<file path="config.mk">
export PLATFORM = sky130hd
export DESIGN_NAME = lcd_sequencer_flat
export DESIGN_NICKNAME = d
export VERILOG_FILES = /design/src/rtl/lcd_sequencer_if.sv /design/src/rtl/lcd_sequencer.sv /design/src/flat_wrapper.sv
export SDC_FILE = /design/constraint.sdc
export NUM_CORES = 1
export LEC_CHECK = 0
export CAP_MARGIN = 20
export CORE_UTILIZATION = 45
export DETAILED_ROUTE_END_ITERATION = 6
export PLACE_DENSITY = 0.68
export SLEW_MARGIN = 20
export SYNTH_ARGS = -nofsm -noshare
export SYNTH_HDL_FRONTEND = slang
export SYNTH_SLANG_ARGS = --single-unit
export TNS_END_PERCENT = 50
</file>
<file path="constraint.sdc">
create_clock -name Clk -period 2.4 [get_ports Clk]
set_input_delay 0.36 -clock Clk [delete_from_list [all_inputs] [get_ports Clk]]
set_output_delay 0.36 -clock Clk [all_outputs]
set_load 0.02 [all_outputs]
</file>
<file path="src/rtl/lcd_sequencer_if.sv">
// Request/transaction bundle between the LCD sequencer and its environment
// (keyboard-side requests, init command table and the LCD byte writer).
interface lcd_sequencer_if #(
  parameter int INIT_CMDS = 4,
  parameter int COLS      = 16,
  parameter int ROWS      = 2
);
  localparam int IW = (INIT_CMDS > 1) ? $clog2(INIT_CMDS) : 1;
  localparam int CW = $clog2(COLS);
  localparam int RW = (ROWS > 1) ? $clog2(ROWS) : 1;

  logic          Init;
  logic [7:0]    InitCmd;
  logic          Lista;
  logic [7:0]    Char;
  logic          Enter;
  logic          Delete;
  logic          Done;
  logic [IW-1:0] InitIdx;
  logic          Ejecutar;
  logic          RS;
  logic [7:0]    DataOut;
  logic          Tomado;
  logic          Comenzar;
  logic          Mostrar;
  logic [CW-1:0] Col;
  logic [RW-1:0] Row;
  logic          Error;

  modport master (
    input  Init, InitCmd, Lista, Char, Enter, Delete, Done,
    output InitIdx, Ejecutar, RS, DataOut, Tomado, Comenzar, Mostrar, Col, Row, Error
  );

  modport slave (
    output Init, InitCmd, Lista, Char, Enter, Delete, Done,
    input  InitIdx, Ejecutar, RS, DataOut, Tomado, Comenzar, Mostrar, Col, Row, Error
  );
endinterface

</file>
<file path="src/rtl/lcd_sequencer.sv">
// LCD sequencer: runs the init command table, then turns character/newline/
// backspace requests into 1..3 byte transactions for an LCD writer.
module lcd_sequencer #(
  parameter int INIT_CMDS = 4,
  parameter int COLS      = 16,
  parameter int ROWS      = 2,
  parameter int TO_CYCLES = 1023
) (
  input  logic            Clk,
  input  logic            Reset_n,
  lcd_sequencer_if.master bus
);
  localparam int IW = (INIT_CMDS > 1) ? $clog2(INIT_CMDS) : 1;
  localparam int CW = $clog2(COLS);
  localparam int RW = (ROWS > 1) ? $clog2(ROWS) : 1;
  localparam int TW = $clog2(TO_CYCLES + 1);

  typedef enum logic [2:0] {
    IDLE, INIT_EXEC, INIT_WAIT, READY, EXEC, WAIT, ERROR
  } state_e;

  typedef struct packed {
    logic       rs;
    logic [7:0] data;
  } txn_t;

  state_e        state_q, state_d;
  logic [IW-1:0] idx_q, idx_d;
  logic [CW-1:0] col_q, col_d, ncol_q, ncol_d;
  logic [RW-1:0] row_q, row_d, nrow_q, nrow_d;
  logic          err_q, err_d;
  logic [TW-1:0] to_q, to_d;
  txn_t          cur_q, cur_d, s1_q, s1_d, s2_q, s2_d;
  logic [1:0]    rem_q, rem_d;

  logic          to_hit;
  logic [RW-1:0] row_inc;

  function automatic logic [7:0] addr_cmd(input logic [RW-1:0] r, input logic [CW-1:0] c);
    logic [7:0] base;
    case (int'(r))
      1:       base = 8'h40;
      2:       base = 8'h14;
      3:       base = 8'h54;
      default: base = 8'h00;
    endcase
    return 8'h80 | (base + 8'(c));
  endfunction

  assign to_hit  = (to_q == TW'(TO_CYCLES - 1));
  assign row_inc = (row_q == RW'(ROWS - 1)) ? '0 : row_q + 1'b1;

  always_ff @(posedge Clk or negedge Reset_n) begin
    if (!Reset_n) begin
      state_q <= IDLE;
      idx_q   <= '0;
      col_q   <= '0;
      row_q   <= '0;
      ncol_q  <= '0;
      nrow_q  <= '0;
      err_q   <= 1'b0;
      to_q    <= '0;
      cur_q   <= '0;
      s1_q    <= '0;
      s2_q    <= '0;
      rem_q   <= '0;
    end else begin
      state_q <= state_d;
      idx_q   <= idx_d;
      col_q   <= col_d;
      row_q   <= row_d;
      ncol_q  <= ncol_d;
      nrow_q  <= nrow_d;
      err_q   <= err_d;
      to_q    <= to_d;
      cur_q   <= cur_d;
      s1_q    <= s1_d;
      s2_q    <= s2_d;
      rem_q   <= rem_d;
    end
  end

  always_comb begin
    logic [CW-1:0] nc;
    logic [RW-1:0] nr;
    logic [7:0]    a;
    state_d = state_q;
    idx_d   = idx_q;
    col_d   = col_q;
    row_d   = row_q;
    ncol_d  = ncol_q;
    nrow_d  = nrow_q;
    err_d   = err_q;
    to_d    = to_q;
    cur_d   = cur_q;
    s1_d    = s1_q;
    s2_d    = s2_q;
    rem_d   = rem_q;
    nc      = col_q;
    nr      = row_q;
    a       = '0;
    case (state_q)
      IDLE, ERROR: begin
        if (bus.Init) begin
          state_d = INIT_EXEC;
          idx_d   = '0;
          col_d   = '0;
          row_d   = '0;
          err_d   = 1'b0;
        end
      end
      INIT_EXEC: begin
        cur_d   = '{rs: 1'b0, data: bus.InitCmd};
        to_d    = '0;
        state_d = INIT_WAIT;
      end
      INIT_WAIT: begin
        if (bus.Done) begin
          if (idx_q == IW'(INIT_CMDS - 1)) begin
            state_d = READY;
          end else begin
            idx_d   = idx_q + 1'b1;
            state_d = INIT_EXEC;
          end
        end else if (to_hit) begin
          state_d = ERROR;
          err_d   = 1'b1;
        end else begin
          to_d = to_q + 1'b1;
        end
      end
      READY: begin
        // The cursor move is staged in ncol/nrow and committed once the
        // whole micro-sequence has been acknowledged.
        if (bus.Delete) begin
          if (col_q != '0 || row_q != '0) begin
            if (col_q != '0) begin
              nc = col_q - 1'b1;
            end else begin
              nc = CW'(COLS - 1);
              nr = row_q - 1'b1;
            end
            a       = addr_cmd(nr, nc);
            cur_d   = '{rs: 1'b0, data: a};
            s1_d    = '{rs: 1'b1, data: 8'h20};
            s2_d    = '{rs: 1'b0, data: a};
            rem_d   = 2'd2;
            ncol_d  = nc;
            nrow_d  = nr;
            state_d = EXEC;
          end
        end else if (bus.Enter) begin
          cur_d   = '{rs: 1'b0, data: addr_cmd(row_inc, '0)};
          rem_d   = 2'd0;
          ncol_d  = '0;
          nrow_d  = row_inc;
          state_d = EXEC;
        end else if (bus.Lista) begin
          cur_d = '{rs: 1'b1, data: bus.Char};
          if (col_q == CW'(COLS - 1)) begin
            s1_d   = '{rs: 1'b0, data: addr_cmd(row_inc, '0)};
            rem_d  = 2'd1;
            ncol_d = '0;
            nrow_d = row_inc;
          end else begin
            rem_d  = 2'd0;
            ncol_d = col_q + 1'b1;
            nrow_d = row_q;
          end
          state_d = EXEC;
        end
      end
      EXEC: begin
        to_d    = '0;
        state_d = WAIT;
      end
      WAIT: begin
        if (bus.Done) begin
          if (rem_q == 2'd0) begin
            col_d   = ncol_q;
            row_d   = nrow_q;
            state_d = READY;
          end else begin
            cur_d   = s1_q;
            s1_d    = s2_q;
            rem_d   = rem_q - 1'b1;
            state_d = EXEC;
          end
        end else if (to_hit) begin
          state_d = ERROR;
          err_d   = 1'b1;
        end else begin
          to_d = to_q + 1'b1;
        end
      end
      default: state_d = IDLE;
    endcase
  end

  always_comb begin
    bus.Ejecutar = (state_q == INIT_EXEC) || (state_q == EXEC);
    bus.RS       = (state_q == INIT_EXEC) ? 1'b0 : cur_q.rs;
    bus.DataOut  = (state_q == INIT_EXEC) ? bus.InitCmd : cur_q.data;
    bus.Tomado   = (state_q == READY) && (bus.Lista || bus.Enter || bus.Delete);
    bus.Comenzar = (state_q == IDLE);
    bus.Mostrar  = (state_q == READY);
    bus.InitIdx  = idx_q;
    bus.Col      = col_q;
    bus.Row      = row_q;
    bus.Error    = err_q;
  end
endmodule

</file>
<file path="src/flat_wrapper.sv">
// flat-port wrapper written by rule: the top's interface ports become plain ports
module lcd_sequencer_flat 
#(
  parameter int INIT_CMDS = 4,
  parameter int COLS      = 16,
  parameter int ROWS      = 2,
  parameter int TO_CYCLES = 1023
)
  (Clk, Reset_n, bus_Init, bus_InitCmd, bus_Lista, bus_Char, bus_Enter, bus_Delete, bus_Done, bus_InitIdx, bus_Ejecutar, bus_RS, bus_DataOut, bus_Tomado, bus_Comenzar, bus_Mostrar, bus_Col, bus_Row, bus_Error);
  lcd_sequencer_if #(.INIT_CMDS(INIT_CMDS), .COLS(COLS), .ROWS(ROWS)) bus_i ();
  input  logic Clk;
  input  logic Reset_n;
  input wire logic [$bits(bus_i.Init)-1:0] bus_Init;
  input wire logic [$bits(bus_i.InitCmd)-1:0] bus_InitCmd;
  input wire logic [$bits(bus_i.Lista)-1:0] bus_Lista;
  input wire logic [$bits(bus_i.Char)-1:0] bus_Char;
  input wire logic [$bits(bus_i.Enter)-1:0] bus_Enter;
  input wire logic [$bits(bus_i.Delete)-1:0] bus_Delete;
  input wire logic [$bits(bus_i.Done)-1:0] bus_Done;
  output wire logic [$bits(bus_i.InitIdx)-1:0] bus_InitIdx;
  output wire logic [$bits(bus_i.Ejecutar)-1:0] bus_Ejecutar;
  output wire logic [$bits(bus_i.RS)-1:0] bus_RS;
  output wire logic [$bits(bus_i.DataOut)-1:0] bus_DataOut;
  output wire logic [$bits(bus_i.Tomado)-1:0] bus_Tomado;
  output wire logic [$bits(bus_i.Comenzar)-1:0] bus_Comenzar;
  output wire logic [$bits(bus_i.Mostrar)-1:0] bus_Mostrar;
  output wire logic [$bits(bus_i.Col)-1:0] bus_Col;
  output wire logic [$bits(bus_i.Row)-1:0] bus_Row;
  output wire logic [$bits(bus_i.Error)-1:0] bus_Error;
  assign bus_i.Init = bus_Init;
  assign bus_i.InitCmd = bus_InitCmd;
  assign bus_i.Lista = bus_Lista;
  assign bus_i.Char = bus_Char;
  assign bus_i.Enter = bus_Enter;
  assign bus_i.Delete = bus_Delete;
  assign bus_i.Done = bus_Done;
  assign bus_InitIdx = bus_i.InitIdx;
  assign bus_Ejecutar = bus_i.Ejecutar;
  assign bus_RS = bus_i.RS;
  assign bus_DataOut = bus_i.DataOut;
  assign bus_Tomado = bus_i.Tomado;
  assign bus_Comenzar = bus_i.Comenzar;
  assign bus_Mostrar = bus_i.Mostrar;
  assign bus_Col = bus_i.Col;
  assign bus_Row = bus_i.Row;
  assign bus_Error = bus_i.Error;
  lcd_sequencer #(.INIT_CMDS(INIT_CMDS), .COLS(COLS), .ROWS(ROWS), .TO_CYCLES(TO_CYCLES)) u_core (.Clk(Clk), .Reset_n(Reset_n), .bus(bus_i));
endmodule
</file>
# After elaboration in Yosys (flattened, before gate mapping)
# Index checks and enable logic that the tools add are counted.
dict set report classes {
  mux 78
  eq_ne 24
  n_reduce_logical 28
  n_addsub 8
}
# cell count
set ops {}
lappend ops {{two-way mux 9 bit} 13}
lappend ops {{two-way mux 4 bit} 12}
lappend ops {{two-way mux 7 bit} 5}
lappend ops {{two-way mux 3 bit} 9}
lappend ops {{case mux 9 bit (3 select lines)} 1}
lappend ops {{two-way mux 10 bit} 2}
lappend ops {{two-way mux 2 bit} 10}
lappend ops {{case mux 10 bit (2 select lines)} 1}
lappend ops {{case mux 3 bit (6 select lines)} 1}
lappend ops {{case mux 9 bit (2 select lines)} 1}
lappend ops {{two-way mux 1 bit} 17}
lappend ops {{inequality test 2 bit, second input constant} 7}
lappend ops {{AND reduction 3 bit} 4}
lappend ops {{AND reduction 4 bit} 3}
lappend ops {{adder 10 x 1 -> 10 bit, second input constant} 1}
lappend ops {{== test 10 bit, second input constant} 1}
lappend ops {{AND reduction 5 bit} 2}
lappend ops {{nonzero test 2 bit} 5}
lappend ops {{== test 3 bit, second input constant} 3}
lappend ops {{two-way mux 8 bit} 1}
lappend ops {{case mux 2 bit (2 select lines)} 2}
lappend ops {{case mux 4 bit (2 select lines)} 1}
lappend ops {{adder 7 x 4 -> 7 bit} 1}
lappend ops {{AND reduction 7 bit} 1}
lappend ops {{22 further kinds} 34}
dict set report word_totals {
  output_inout_bits 21
  word_cells 152
  regBits 54
  inputBits 23
}

# Longest topological paths before layout
dict set report logic_depth {
  depth_word 13
  mapped_depth 9
  mapped_depth_nobuf 8
}

# Worst setup path after synthesis
# No wires, ideal clock.
dict set report synth_path {
  path_type {reg-to-reg}
  startpoint {register u_core.col_q[0], in the netlist u_core.bus.Col[0]}
  endpoint {register u_core.s1_q[7] (netlist name)}
  t_required_ns 2.275
  slack_ns 0.076
  synth_period_minus_slack_ns 2.324
  path_buffers 0
  path_stages_with_launch 9
  arrival_ns 2.199
  setup_ns 0.125
  path_cell_list {dfrtp_1 inv_1 ha_1 nor3b_1 ha_1 inv_1 a221oi_2 nor2_4 mux2_4}
}
dict set report synth_between {
  elab_chain_len 4
  elab_cells_between_ends 6
  classes_between {3 x eq/ne; 3 x reduce/logical}
}
# element line
set synth_rtl {}
lappend synth_rtl {{from (decl)} lcd_sequencer.sv:29} ;# logic [CW-1:0] col_q, col_d, ncol_q, ncol_d;
lappend synth_rtl {{from (signal assigned)} lcd_sequencer.sv:70} ;# col_q <= col_d;
lappend synth_rtl {{nonzero test 4 bit} lcd_sequencer.sv:136} ;# if (col_q != '0 || row_q != '0) begin
lappend synth_rtl {{logical OR 1 bit} lcd_sequencer.sv:136}
lappend synth_rtl {{inequality test 3 x 2 -> 1 bit (no line)} n/a}
lappend synth_rtl {{AND reduction 7 bit (no line) (*)} n/a}
lappend synth_rtl {{to (signal assigned)} lcd_sequencer.sv:64} ;# s1_q <= '0;
lappend synth_rtl {{to (signal assigned)} lcd_sequencer.sv:77} ;# s1_q <= s1_d;
lappend synth_rtl {{to (decl)} lcd_sequencer.sv:33} ;# txn_t cur_q, cur_d, s1_q, s1_d, s2_q, s2_d;
# Every way passes the cells marked *; elsewhere a longest branch is shown, timed or not.
# A chain may end at the register's enable or synchronous reset.

# Final worst setup path
dict set report layout_path {
  startpoint {register u_core.state_q[0]}
  endpoint {output port bus_Comenzar}
}
dict set report layout_between {
  elab_chain_len 1
}
# element line
set layout_rtl {}
lappend layout_rtl {{from (decl)} lcd_sequencer.sv:27} ;# state_e state_q, state_d;
lappend layout_rtl {{from (signal assigned)} lcd_sequencer.sv:68} ;# state_q <= state_d;
lappend layout_rtl {{logical NOT 3 bit} lcd_sequencer.sv:205} ;# bus.Comenzar = (state_q == IDLE);
lappend layout_rtl {{to (decl)} flat_wrapper.sv:25} ;# output wire logic [$bits(bus_i.Comenzar)-1:0] bus_Comenzar;
# Every way passes these cells.

==> results.md <==
* Mapped Nets at 381
* Critical path class: reg2out
* Top-Level Pins at 44
* Chip width at approximately 85 um
* RSZ-0062 raised after global routing: no
* Max Cap Viol at 0
* Row cnt at 29
* Syn avg cell area at 8.82 um2
* Leak at 1.66 nW
* Fmax at around 450 MHz
* Util after Layout at 0.583
* Setup Total Neg Slack at 0 ns
* CP required at slightly above 2 ns
* Hold Path Class: in2async
* CTS tree: yes
* Primary FF master, synth: dfrtp_1
* Post-CTS Hold Buffers at 0
* Startpoint Class: flop
* Final worst slack at ~0.18 ns
* CTS Sinks at 50
* Total track usage at 0.218
* Antenna violations before repair at 0
* First-pass GRT wire length at around 13 mm
* Uppermost routed layer: met4
* Critical Path AT at roughly 1.9 ns
* Met2 wire length at 3.25 mm
* VDD IR-drop max at 0.543 mV
* Post-Route WL at approximately 7.5 mm
* Yosys warns at 0
* Post-route cell area at about 0.0038 mm2
* Placed Cells at 474
* Power Density at approximately 1100 mW/mm2
* Vias in the first global route at ~2.5k
* Post-CTS setup buffer count at 0
* Drt initial violations at 178
* Vias at around 2.7k
* Avg Vias per Cell at 5.65
* Post-synth cell types at 64
* Wl on met1 at ~3.8 mm
* Core Box Area at 0.00649 mm2
* Nets at ~430
* Die height at 85.0 um
* Layout area overhead at 22.3%
* Bufs and invs on worst path at 2
* Total grt overflow at 0
* Detail Route Antenna Nets at 0
* Post-synth EDFFs at 0
* Tmin final at ~2.2 ns
* Pin count of the biggest net entering global routing at 51
* Yosys top cell by area: dfrtp_1
* Flops & latches, synth at 50
* CP Cell Sequence: buf_4 -> nor3_1 -> clkdlybuf4s50_1
* Starting Density at 0.477
* Num CTS Buffers at 5
* Crit-path max cell delay at roughly 0.64 ns
* Slew margin rel. at 0.571
* Post-synth top cells: nand2_1, dfrtp_1, o21ai_0
* Slew Limit Fails at 0
* Crit path max-delay family: buffers and inverters
* DP HPWL at about 5.4 mm
* Final cell count without fillers at around 480
* Fraction of layout cells with a size suffix above 1 at 0.136
* Slowest-stage cell, CP: clkdlybuf4s50_1
* Top-area cell type share of the netlist area at 0.404
* Slew at the pin with the worst max-slew slack at roughly 0.64 ns
* Violated checks: design-rule violations
* Clock Path Buffers at 2
* Synthesized area at between 0.003 and 0.004 mm2
* Most frequent cell after synthesis: nand2_1
* Async set-or-reset flop fraction in the synthesized netlist at 1.00
* Final setup fails at 0
* Hold slack at ~0.15 ns
* Antenna Cells at 0
* Register area share after synthesis at 0.404
* Total power at approximately 4.3 mW
* DRC at 6
* Die area at 0.00722 mm2
* DR pass1 iterations at 7
* CTS clk-pin slew, worst paths at approximately 0.09 ns
* Crit share post-route at 0.927
* Dpl cell area at roughly 0.0037 mm2
* Number of port buffers at 43
* Status: complete, but fails checks
* H-Tree Level Count at 2
* DP Worst Slack at around 0.15 ns
* Met3 Wirelength at about 360 um
* Synth Instances at around 350
* Routed WL per cell at around 16 um
* RePlAce Congestion at roughly 0.94
* Final Hold Viols at 0
* Critical path fanouts, max at 23
* Area contributors post-synth: dfrtp_1, nand2_1, o21ai_0, mux2_2, a21oi_1
* Worst-Skew Late Latency at slightly above 0.3 ns
* Root Driver: clkbuf_8
* Clock Skews at 0.00827 ns
* CP endpoint kind: output port
-- kinds of logic after synthesis --
kind of cell	synth area share
flip-flops	0.404
multiplexers	0.0570
buffers and inverters	0.0489
XOR/XNOR	0.0141
AO/OA/AOI/OAI	0.227
adder cells (fa/ha/maj)	0.0283
AND/OR/NAND/NOR	0.221
-- cell type report --
type	count	area, um2
repair buffers	60	552
clock buffers	6	82.6
clock inverters	2	38.8
flip-flops and latches	50	1250
well taps	77	96.3
fillers	578	2710
inverters	17	63.8
multi-input cells	270	1700
-- sequential cells by signal, indices dropped and copies added (netlist names) --
register and flops:
u_core.cur_q 9, u_core.to_q 10, u_core.bus.InitIdx 2, u_core.nrow_q 1, u_core.rem_q 2, u_core.s2_q 6
u_core.bus.Row 1, u_core.ncol_q 4, u_core.state_q 3, u_core.bus.Error 1, u_core.bus.Col 4, u_core.s1_q 7
-- path summary, 6_finish.rpt --
check / cells past startpoint / end / from / slack, ns
max: 3 / bus_Comenzar / u_core.state_q[0] / 0.18
max in group asynchronous: 2 / u_core.state_q[0] / Reset_n / 1.77
min: 2 / u_core.to_q[4] / Reset_n / 0.15
min reg2reg: 2 / u_core.cur_q[8] / u_core.cur_q[8] / 0.48
max reg2reg: 8 / u_core.s1_q[7] / u_core.bus.Col[0] / 0.22
min in group Clk: 2 / u_core.cur_q[8] / u_core.cur_q[8] / 0.48
-- layer usage --
layer	up-vias	track usage
li1	1361	-
met1	1279	0.323
met2	76	0.334
met3	7	0.0360
met4	0	0.0539
met5	-	0
-- cells in the final DEF (no fill, tap or decap), drive strengths merged, types with 8 or more instances in the layout --
cell type	instances
a21oi	21
buf	18
clkdlybuf4s50	32
dfrtp	50
dlygate4sd2	8
inv	18
mux2	10
nand2	64
nor2	20
nor3	8
o21ai	43
o31ai	9
-- what timing repair did --
action	in CTS	in global routing
pin swaps	0	0
endpoints found under the setup margin	8	3
hold endpoints to repair	0	0
gates resized for setup	10	4
-- power breakdown --
part | internal, mW | leakage (nW) | total, mW | switching, mW
combinational | 1.01 | 0.946 | 2.36 | 1.35
sequential | 1.13 | 0.654 | 1.33 | 0.202
clock | 0.343 | 0.0618 | 0.632 | 0.289
total | 2.48 | 1.66 | 4.32 | 1.85
(Power assumes the default switching activity.)
